[src/rtl/alu_ex_stage_if.sv]
// Bus bundle for the execute stage: upstream decode inputs, ALU drive/return
// signals and the downstream EX/MEM output register.
interface alu_ex_stage_if #(
  parameter int TRAP_CNT_W = 16
);
  // upstream side
  logic                  InValid;
  logic                  InReady;
  logic [1:0]            AluOpSel;
  logic [5:0]            Funct;
  logic                  AluSrc;
  logic                  TrapEn;
  logic [31:0]           Rs;
  logic [31:0]           Rt;
  logic [15:0]           Imm;
  logic [4:0]            DestReg;
  logic                  RegWrite;
  logic                  Flush;
  // ALU side
  logic [3:0]            AluControl;
  logic [31:0]           AluOperand1;
  logic [31:0]           AluOperand2;
  logic [31:0]           AluResult;
  logic                  AluZero;
  logic                  AluOverflow;
  // downstream side
  logic                  OutValid;
  logic                  OutReady;
  logic [31:0]           OutResult;
  logic                  OutZero;
  logic                  OutCarry;
  logic                  OutTrap;
  logic                  OutIllegal;
  logic                  OutRegWrite;
  logic [4:0]            OutDestReg;
  logic [TRAP_CNT_W-1:0] TrapCount;

  // execute stage view
  modport slave (
    input  InValid, AluOpSel, Funct, AluSrc, TrapEn, Rs, Rt, Imm, DestReg,
           RegWrite, Flush, AluResult, AluZero, AluOverflow, OutReady,
    output InReady, AluControl, AluOperand1, AluOperand2, OutValid, OutResult,
           OutZero, OutCarry, OutTrap, OutIllegal, OutRegWrite, OutDestReg,
           TrapCount
  );

  // environment view (decode stage, ALU and memory stage together)
  modport master (
    output InValid, AluOpSel, Funct, AluSrc, TrapEn, Rs, Rt, Imm, DestReg,
           RegWrite, Flush, AluResult, AluZero, AluOverflow, OutReady,
    input  InReady, AluControl, AluOperand1, AluOperand2, OutValid, OutResult,
           OutZero, OutCarry, OutTrap, OutIllegal, OutRegWrite, OutDestReg,
           TrapCount
  );
endinterface

[src/rtl/alu_ex_stage.sv]
// Execute-stage controller: decodes the ALU control code, drives the ALU
// operands combinationally, and captures result/flags/trap status into a
// one-entry EX/MEM register with valid/ready handshakes on both sides.
module alu_ex_stage #(
  parameter int TRAP_CNT_W = 16
) (
  input  logic          clk,
  input  logic          reset,
  alu_ex_stage_if.slave bus
);
  typedef enum logic {EMPTY = 1'b0, FULL = 1'b1} state_t;

  state_t                state_reg, state_next;
  logic [3:0]            ctrl;
  logic                  illegal;
  logic [31:0]           op1, op2;
  logic                  ovf, trap, load, in_ready;

  logic [31:0]           result_reg;
  logic [4:0]            dest_reg;
  logic                  zero_reg, carry_reg, trap_reg, illegal_reg, regwrite_reg;
  logic [TRAP_CNT_W-1:0] trap_cnt_reg;

  assign op1 = bus.Rs;
  assign op2 = bus.AluSrc ? {{16{bus.Imm[15]}}, bus.Imm} : bus.Rt;

  // Translate the decoded op class (and Funct for R-type) into the ALU code.
  always_comb begin
    ctrl    = 4'd0;
    illegal = 1'b0;
    case (bus.AluOpSel)
      2'b00: ctrl = 4'd0;
      2'b01: ctrl = 4'd1;
      2'b11: ctrl = 4'd7;
      default: begin
        case (bus.Funct)
          6'b100000: ctrl = 4'd0;
          6'b100010: ctrl = 4'd1;
          6'b100100: ctrl = 4'd2;
          6'b100101: ctrl = 4'd3;
          6'b100110: ctrl = 4'd4;
          6'b101010: ctrl = 4'd5;
          default: begin
            ctrl    = 4'd15;
            illegal = 1'b1;
          end
        endcase
      end
    endcase
  end

  // Signed overflow from operand/result signs; the ALU's bit 32 is carry only.
  always_comb begin
    ovf = 1'b0;
    case (ctrl)
      4'd0: ovf = (op1[31] == op2[31]) && (bus.AluResult[31] != op1[31]);
      4'd1: ovf = (op1[31] != op2[31]) && (bus.AluResult[31] != op1[31]);
      default: ovf = 1'b0;
    endcase
  end

  assign trap     = bus.TrapEn && ovf;
  assign in_ready = (state_reg == EMPTY) || bus.OutReady;
  assign load     = bus.InValid && in_ready && !bus.Flush;

  // Next-state logic; Flush empties the register regardless of traffic.
  always_comb begin
    state_next = state_reg;
    if (bus.Flush) begin
      state_next = EMPTY;
    end else begin
      case (state_reg)
        EMPTY: if (load) state_next = FULL;
        FULL: begin
          if (load)              state_next = FULL;
          else if (bus.OutReady) state_next = EMPTY;
        end
        default: state_next = EMPTY;
      endcase
    end
  end

  // State register.
  always_ff @(posedge clk) begin
    if (reset) state_reg <= EMPTY;
    else       state_reg <= state_next;
  end

  // Payload capture; only a load touches it, so drained entries stay stale.
  always_ff @(posedge clk) begin
    if (reset) begin
      result_reg   <= '0;
      dest_reg     <= '0;
      zero_reg     <= 1'b0;
      carry_reg    <= 1'b0;
      trap_reg     <= 1'b0;
      illegal_reg  <= 1'b0;
      regwrite_reg <= 1'b0;
    end else if (load) begin
      result_reg   <= bus.AluResult;
      dest_reg     <= bus.DestReg;
      zero_reg     <= bus.AluZero;
      carry_reg    <= bus.AluOverflow;
      trap_reg     <= trap;
      illegal_reg  <= illegal;
      regwrite_reg <= bus.RegWrite && !trap && !illegal;
    end
  end

  // Saturating count of accepted operations that trapped.
  always_ff @(posedge clk) begin
    if (reset) begin
      trap_cnt_reg <= '0;
    end else if (load && trap && (trap_cnt_reg != {TRAP_CNT_W{1'b1}})) begin
      trap_cnt_reg <= trap_cnt_reg + TRAP_CNT_W'(1);
    end
  end

  assign bus.InReady     = in_ready;
  assign bus.AluControl  = ctrl;
  assign bus.AluOperand1 = op1;
  assign bus.AluOperand2 = op2;
  assign bus.OutValid    = (state_reg == FULL);
  assign bus.OutResult   = result_reg;
  assign bus.OutZero     = zero_reg;
  assign bus.OutCarry    = carry_reg;
  assign bus.OutTrap     = trap_reg;
  assign bus.OutIllegal  = illegal_reg;
  assign bus.OutRegWrite = regwrite_reg;
  assign bus.OutDestReg  = dest_reg;
  assign bus.TrapCount   = trap_cnt_reg;
endmodule

[src/flat_wrapper.sv]
// flat-port wrapper written by rule: the top's interface ports become plain ports
module alu_ex_stage_flat 
#(
  parameter int TRAP_CNT_W = 16
)
  (clk, reset, bus_InValid, bus_AluOpSel, bus_Funct, bus_AluSrc, bus_TrapEn, bus_Rs, bus_Rt, bus_Imm, bus_DestReg, bus_RegWrite, bus_Flush, bus_AluResult, bus_AluZero, bus_AluOverflow, bus_OutReady, bus_InReady, bus_AluControl, bus_AluOperand1, bus_AluOperand2, bus_OutValid, bus_OutResult, bus_OutZero, bus_OutCarry, bus_OutTrap, bus_OutIllegal, bus_OutRegWrite, bus_OutDestReg, bus_TrapCount);
  alu_ex_stage_if #(.TRAP_CNT_W(TRAP_CNT_W)) bus_i ();
  input  logic clk;
  input  logic reset;
  input wire logic [$bits(bus_i.InValid)-1:0] bus_InValid;
  input wire logic [$bits(bus_i.AluOpSel)-1:0] bus_AluOpSel;
  input wire logic [$bits(bus_i.Funct)-1:0] bus_Funct;
  input wire logic [$bits(bus_i.AluSrc)-1:0] bus_AluSrc;
  input wire logic [$bits(bus_i.TrapEn)-1:0] bus_TrapEn;
  input wire logic [$bits(bus_i.Rs)-1:0] bus_Rs;
  input wire logic [$bits(bus_i.Rt)-1:0] bus_Rt;
  input wire logic [$bits(bus_i.Imm)-1:0] bus_Imm;
  input wire logic [$bits(bus_i.DestReg)-1:0] bus_DestReg;
  input wire logic [$bits(bus_i.RegWrite)-1:0] bus_RegWrite;
  input wire logic [$bits(bus_i.Flush)-1:0] bus_Flush;
  input wire logic [$bits(bus_i.AluResult)-1:0] bus_AluResult;
  input wire logic [$bits(bus_i.AluZero)-1:0] bus_AluZero;
  input wire logic [$bits(bus_i.AluOverflow)-1:0] bus_AluOverflow;
  input wire logic [$bits(bus_i.OutReady)-1:0] bus_OutReady;
  output wire logic [$bits(bus_i.InReady)-1:0] bus_InReady;
  output wire logic [$bits(bus_i.AluControl)-1:0] bus_AluControl;
  output wire logic [$bits(bus_i.AluOperand1)-1:0] bus_AluOperand1;
  output wire logic [$bits(bus_i.AluOperand2)-1:0] bus_AluOperand2;
  output wire logic [$bits(bus_i.OutValid)-1:0] bus_OutValid;
  output wire logic [$bits(bus_i.OutResult)-1:0] bus_OutResult;
  output wire logic [$bits(bus_i.OutZero)-1:0] bus_OutZero;
  output wire logic [$bits(bus_i.OutCarry)-1:0] bus_OutCarry;
  output wire logic [$bits(bus_i.OutTrap)-1:0] bus_OutTrap;
  output wire logic [$bits(bus_i.OutIllegal)-1:0] bus_OutIllegal;
  output wire logic [$bits(bus_i.OutRegWrite)-1:0] bus_OutRegWrite;
  output wire logic [$bits(bus_i.OutDestReg)-1:0] bus_OutDestReg;
  output wire logic [$bits(bus_i.TrapCount)-1:0] bus_TrapCount;
  assign bus_i.InValid = bus_InValid;
  assign bus_i.AluOpSel = bus_AluOpSel;
  assign bus_i.Funct = bus_Funct;
  assign bus_i.AluSrc = bus_AluSrc;
  assign bus_i.TrapEn = bus_TrapEn;
  assign bus_i.Rs = bus_Rs;
  assign bus_i.Rt = bus_Rt;
  assign bus_i.Imm = bus_Imm;
  assign bus_i.DestReg = bus_DestReg;
  assign bus_i.RegWrite = bus_RegWrite;
  assign bus_i.Flush = bus_Flush;
  assign bus_i.AluResult = bus_AluResult;
  assign bus_i.AluZero = bus_AluZero;
  assign bus_i.AluOverflow = bus_AluOverflow;
  assign bus_i.OutReady = bus_OutReady;
  assign bus_InReady = bus_i.InReady;
  assign bus_AluControl = bus_i.AluControl;
  assign bus_AluOperand1 = bus_i.AluOperand1;
  assign bus_AluOperand2 = bus_i.AluOperand2;
  assign bus_OutValid = bus_i.OutValid;
  assign bus_OutResult = bus_i.OutResult;
  assign bus_OutZero = bus_i.OutZero;
  assign bus_OutCarry = bus_i.OutCarry;
  assign bus_OutTrap = bus_i.OutTrap;
  assign bus_OutIllegal = bus_i.OutIllegal;
  assign bus_OutRegWrite = bus_i.OutRegWrite;
  assign bus_OutDestReg = bus_i.OutDestReg;
  assign bus_TrapCount = bus_i.TrapCount;
  alu_ex_stage #(.TRAP_CNT_W(TRAP_CNT_W)) u_core (.clk(clk), .reset(reset), .bus(bus_i));
endmodule
[config.mk]
export PLATFORM = sky130hd
export DESIGN_NAME = alu_ex_stage_flat
export DESIGN_NICKNAME = d
export VERILOG_FILES = /design/src/rtl/alu_ex_stage_if.sv /design/src/rtl/alu_ex_stage.sv /design/src/flat_wrapper.sv
export SDC_FILE = /design/constraint.sdc
export NUM_CORES = 1
export LEC_CHECK = 0
export ABC_AREA = 1
export CAP_MARGIN = 10
export CORE_ASPECT_RATIO = 1.5
export CORE_MARGIN = 2
export CORE_UTILIZATION = 30
export CTS_CLUSTER_DIAMETER = 60
export DETAILED_ROUTE_END_ITERATION = 8
export GPL_TIMING_DRIVEN = 0
export PLACE_DENSITY = 0.78
export SLEW_MARGIN = 15
export SYNTH_ARGS = -nofsm -noshare
export SYNTH_HDL_FRONTEND = slang
export SYNTH_SLANG_ARGS = --single-unit
[constraint.sdc]
create_clock -name clk -period 1.7 [get_ports clk]
set_input_delay 0.34 -clock clk [delete_from_list [all_inputs] [get_ports clk]]
set_output_delay 0.34 -clock clk [all_outputs]
set_load 0.01 [all_outputs]
Word-level counts from Yosys, hierarchy flattened
Index checks and enable logic that the tools add are counted.
{"block": "totals", "reg_bits": 59, "word_cells": 52, "input_bits": 135}
{"block": "classes", "n_bitwise": 1, "reduce_logical": 18, "eq_ne": 13, "addsub": 1, "n_mux": 10}
{"operator": "$eq A6 B6 Y1 const B", "count": 6}
{"operator": "$mux W32", "count": 1}
{"operator": "$pmux W4 S6", "count": 1}
{"operator": "$add A16 B1 Y16 const B", "count": 1}
{"operator": "$ne A16 B16 Y1 const B", "count": 1}
{"operator": "$pmux W4 S3", "count": 1}
{"operator": "$logic_and A1 B1 Y1", "count": 9}
{"operator": "$reduce_or A6 Y1", "count": 1}
{"operator": "$mux W1", "count": 5}
{"operator": "$eq A4 B1 Y1 const B", "count": 1}
{"operator": "$logic_not A4 Y1", "count": 1}
{"operator": "$pmux W1 S2", "count": 2}
{"operator": "$logic_not A1 Y1", "count": 3}
{"operator": "$reduce_or A3 Y1", "count": 1}
{"operator": "$eq A2 B1 Y1 const B", "count": 1}
{"operator": "$eq A2 B2 Y1 const B", "count": 1}
{"operator": "$logic_not A2 Y1", "count": 1}
{"operator": "$ne A1 B1 Y1", "count": 2}
{"operator": "$reduce_or A2 Y1", "count": 1}
{"operator": "$eq A1 B1 Y1", "count": 1}
{"operator": "$logic_or A1 B1 Y1", "count": 1}
{"operator": "$not A1 Y1", "count": 1}

Longest topological paths before layout
{"block": "logic_depth", "word_depth": 9, "depth_mapped": 15, "mapped_depth_nobuf": 14}

Least setup slack after synthesis
OpenSTA, ideal clock, no wires.
{"block": "synth_path", "kind": "flip-flop to flip-flop", "startpoint": "register u_core.trap_cnt_reg[0] (netlist: u_core.bus.TrapCount[0])", "endpoint": "register u_core.trap_cnt_reg[12] (netlist: u_core.bus.TrapCount[12])", "t_required_ps": 1630, "setup_slack_ps": -119, "stages_incl_launch_ff": 11, "arrival_time_ps": 1749, "n_path_buf": 1, "setup_time_ps": 70, "cell_sequence": "dfxtp_1 > ha_1 > inv_1 > nor2_2 > nand2_1 > nor3_2 > nand3_2 > nand4_2 > buf_6 > nand2_1 > a21oi_1"}
{"block": "synth_between", "elab_chain_cells": 2, "elab_cells_between_ends": 3, "cone_classes": "add/sub (1); eq/ne (1); reduce/logical (1)"}
{"item": "start: declaration", "line": "alu_ex_stage.sv:22", "text": "logic [TRAP_CNT_W-1:0] trap_cnt_reg;"}
{"item": "start signal: assignment", "line": "alu_ex_stage.sv:115", "text": "trap_cnt_reg <= trap_cnt_reg + TRAP_CNT_W'(1);"}
{"item": "branches (longest 2 deep; another with $add A16 B1 Y16)"}
Parallel ways; which one is timed is not known.
A chain may end at the register's enable or synchronous reset.

Worst setup path in the final report
{"block": "layout_path", "startpoint": "input bus_Imm[11]", "endpoint": "output bus_AluOperand2[11]"}
{"block": "layout_between", "elab_chain_cells": 1}
{"item": "start: declaration", "line": "flat_wrapper.sv:17", "text": "input wire logic [$bits(bus_i.Imm)-1:0] bus_Imm;"}
{"item": "$mux W32", "line": "alu_ex_stage.sv:25", "text": "assign op2 = bus.AluSrc ? {{16{bus.Imm[15]}}, bus.Imm} : bus.Rt;"}
{"item": "end: declaration", "line": "flat_wrapper.sv:28", "text": "output wire logic [$bits(bus_i.AluOperand2)-1:0] bus_AluOperand2;"}
Every way passes these cells.

==> impl_results.md <==
* Critical path class: primary input to primary output
* Initial Utilization at 30.6%
* CP Launch Point: bus_Imm[11]
* Largest net degree at the start of global routing at 13
* Clock Latency Late Sink at 0.32 ns
* Vias at 4059
* R2R Path Start: u_core.bus.TrapCount[0]
* WL/cell at 15.6 um
* Slowest cell on the critical path: clkdlybuf4s50_1
* Post-route setup slack at 0.0207 ns
* Post-synth EDFFs at 0
* Combinational power share at 23.3%
* Fmax at 0.596 GHz
* Ys async rst share at 0%
* Synth Area per Inst at 7.14 um^2
* Normalized max-slew margin at 56.2%
* Max Cap Viol at 0
* Area Overhead vs Synth at 98.2%
* Peak supply drop at 674 uV
* Core area at 10500 um^2
* CTS tree: built
* Largest cells by area after synthesis: dfxtp_1, nor2_1, o21ai_0
* Most frequent cells in the layout: clkdlybuf4s50_1, nor2_1, o21ai_0
* Status: finished, final reports clean
* Drt drc at 0
* # fillers at 918
* Switching share of total power at 25.0%
* Cells after synthesis at 452
* Critical-path maximum fanout at 1
* Fin crit period at 1.68 ns
* Via-per-instance ratio at 4.68
* Dominant cell type by area after synthesis: dfxtp_1
* Worst endpoint data arrival time at 1.34 ns
* Multi-input gate area in the final layout at 1750 um^2
* #FFs+latches synth at 59
* All-Layer GR Usage at 22.1%
* Endpoints failing hold at 0
* Total routed wirelength at 13500 um
* Final ANT Viol Nets at 0
* Post-Syn Nets at 588
* Final Max Tran Viols at 0
* Cells along the critical path: clkdlybuf4s50_1, mux2_2, dlygate4sd2_1
* Port bufs at 230
* RSZ-0062 raised after global routing: yes
* Die area at 11600 um^2
* Mapped Area at 3230 um^2
* Clock transition at path regs at 0.05 ns
* Most common cell after layout, fill and taps aside: clkdlybuf4s50_1
* Pre-antenna DRT Iters at 4
* Post-synthesis sequential area ratio at 36.6%
* Dpl hpwl at 10400 um
* Synth cell types at 27
* Root Buffer: clkbuf_16
* Synth Flop Type: dfxtp_1
* Period utilization at 98.8%
* Setup Skew at 0.00683 ns
* # IOs at 263
* Worst stage delay on the critical path at 0.43 ns
* Net switching power at 1110 uW
* Die height at 131 um
* Die W at 88.7 um
* LEAKAGE at 0.00274 uW
* Setup Viol. Count Final at 0
* Synth top area share at 36.6%
* Setup crit end kind: primary output
* Fin nets at 852
* Level count of the clock H-tree at 3
* CP required at 1.36 ns
* Clk pwr share at 43.5%
* Setup WS pre-CTS at -1.02 ns
* FF/Latch Area at 1200 um^2
* Sink Count at 59
* Grt total ovfl at 0
* Initial antenna violation count at 0
* Post-CTS Hold Fix Bufs at 0
* Fraction of layout cells with a size suffix above 1 at 25.7%
* Vias in the first global route at 3964
* Min-Delay Startpoint: bus_AluResult[31]
* Seq pwr share at 33.2%
* First-pass GRT wire length at 19700 um
* Clock buffer depth at 2
* CTS Buf Count at 9
* Initial DRC Count at 170
* CP Launch Type: primary input
* Finished Core Util at 60.8%
* PD cells at 697 nW/um^2
* Slew at the pin with the worst max-slew slack at 0.656 ns
* Yosys warning total at 0
* Hold Path Class: primary input to flop
* Internal power at 3350 uW
* # rows at 46
* Placer congestion estimate at 0.923
[registers in the layout, summed over array words and instances, names as in the netlist]
signal                  flops
u_core.bus.OutValid         1
u_core.bus.OutTrap          1
u_core.bus.OutIllegal       1
u_core.bus.OutDestReg       5
u_core.bus.OutResult       32
u_core.bus.OutRegWrite      1
u_core.bus.OutCarry         1
u_core.bus.TrapCount       16
u_core.bus.OutZero          1
[per-layer routing]
| layer | GRT usage [%] | share of wire [%] | vias up |
|---|---|---|---|
| met5 | 0 | 0 | - |
| met4 | 8.20 | 3.6 | 0 |
| met3 | 5.59 | 7.1 | 41 |
| met2 | 39.5 | 53 | 207 |
| met1 | 24.7 | 36 | 1849 |
| li1 | - | - | 1962 |
[power by group through the flow]
stage	logic, uW	clock network [uW]	registers, uW
2_1_floorplan	338	0	1540
3_5_place_dp	1030	0	1510
5_1_grt	1110	2040	1490
3_3_place_gp	1010	0	1510
6_report	1040	1940	1480
4_1_cts	1020	1970	1480
[logic make-up after synthesis]
group | Yosys count | share of synthesized area, %
flip-flops | 59 | 36.6
XOR/XNOR | 15 | 4.07
buffers and inverters | 95 | 15.9
multiplexers | 15 | 5.23
AO/OA/AOI/OAI | 82 | 12.9
AND/OR/NAND/NOR | 185 | 24.9
adder cells (fa/ha/maj) | 1 | 0.388
[what timing repair did]
| item | in CTS | in global routing |
|---|---|---|
| setup buffers | 4 | 14 |
| pin swaps | 5 | 26 |
| resized for setup | 119 | 75 |
| setup endpoints to repair | 97 | 70 |
| gates cloned | 3 | 2 |
| endpoints found under the hold margin | 0 | 0 |
[Yosys cell counts, drive strengths merged, types with 9 or more instances]
library cell    n
nand3          22
o21ai          60
mux2           15
a21oi          21
nand2          48
clkbuf         19
dfxtp          59
inv            39
nor2          101
buf            36
xor2            9
[layout make-up]
class | count | area share, %
Inverter | 40 | 2.60
Tap cell | 144 | 2.82
Buffer | 55 | 6.12
Clock inverter | 7 | 1.56
Antenna cell | 2 | 0.0782
Clock buffer | 9 | 3.52
Multi-Input combinational cell | 299 | 27.3
Timing Repair Buffer | 252 | 37.2
Sequential cell | 59 | 18.8
[through the flow]
stage	area, um^2	total power, uW	hold WS [ns]	setup TNS [ns]	instances
detailed placement	5730	2540	0.476	-78.65	826
finish	6400	4460	0.359	0	867
floorplan	3240	1880	0.418	0	452
global placement	5730	2520	0.459	-75.85	826
global route	6390	4640	0.383	-0.461	865
CTS	6160	4470	0.420	-2.02	849
[critical path, delay by kind of cell]
family,cells,cell delay (ns)
buf+inv,2,0.71
mux,1,0.28
[worst paths after layout]
path | cells past startpoint | end | slack [ns]
max | 3 | bus_AluOperand2[11] | 0.02
min reg2reg | 2 | u_core.bus.TrapCount[15] | 0.48
max reg2reg | 9 | u_core.bus.TrapCount[10] | 0.03
min | 3 | u_core.bus.OutResult[31] | 0.36
(Power assumes the default switching activity.)
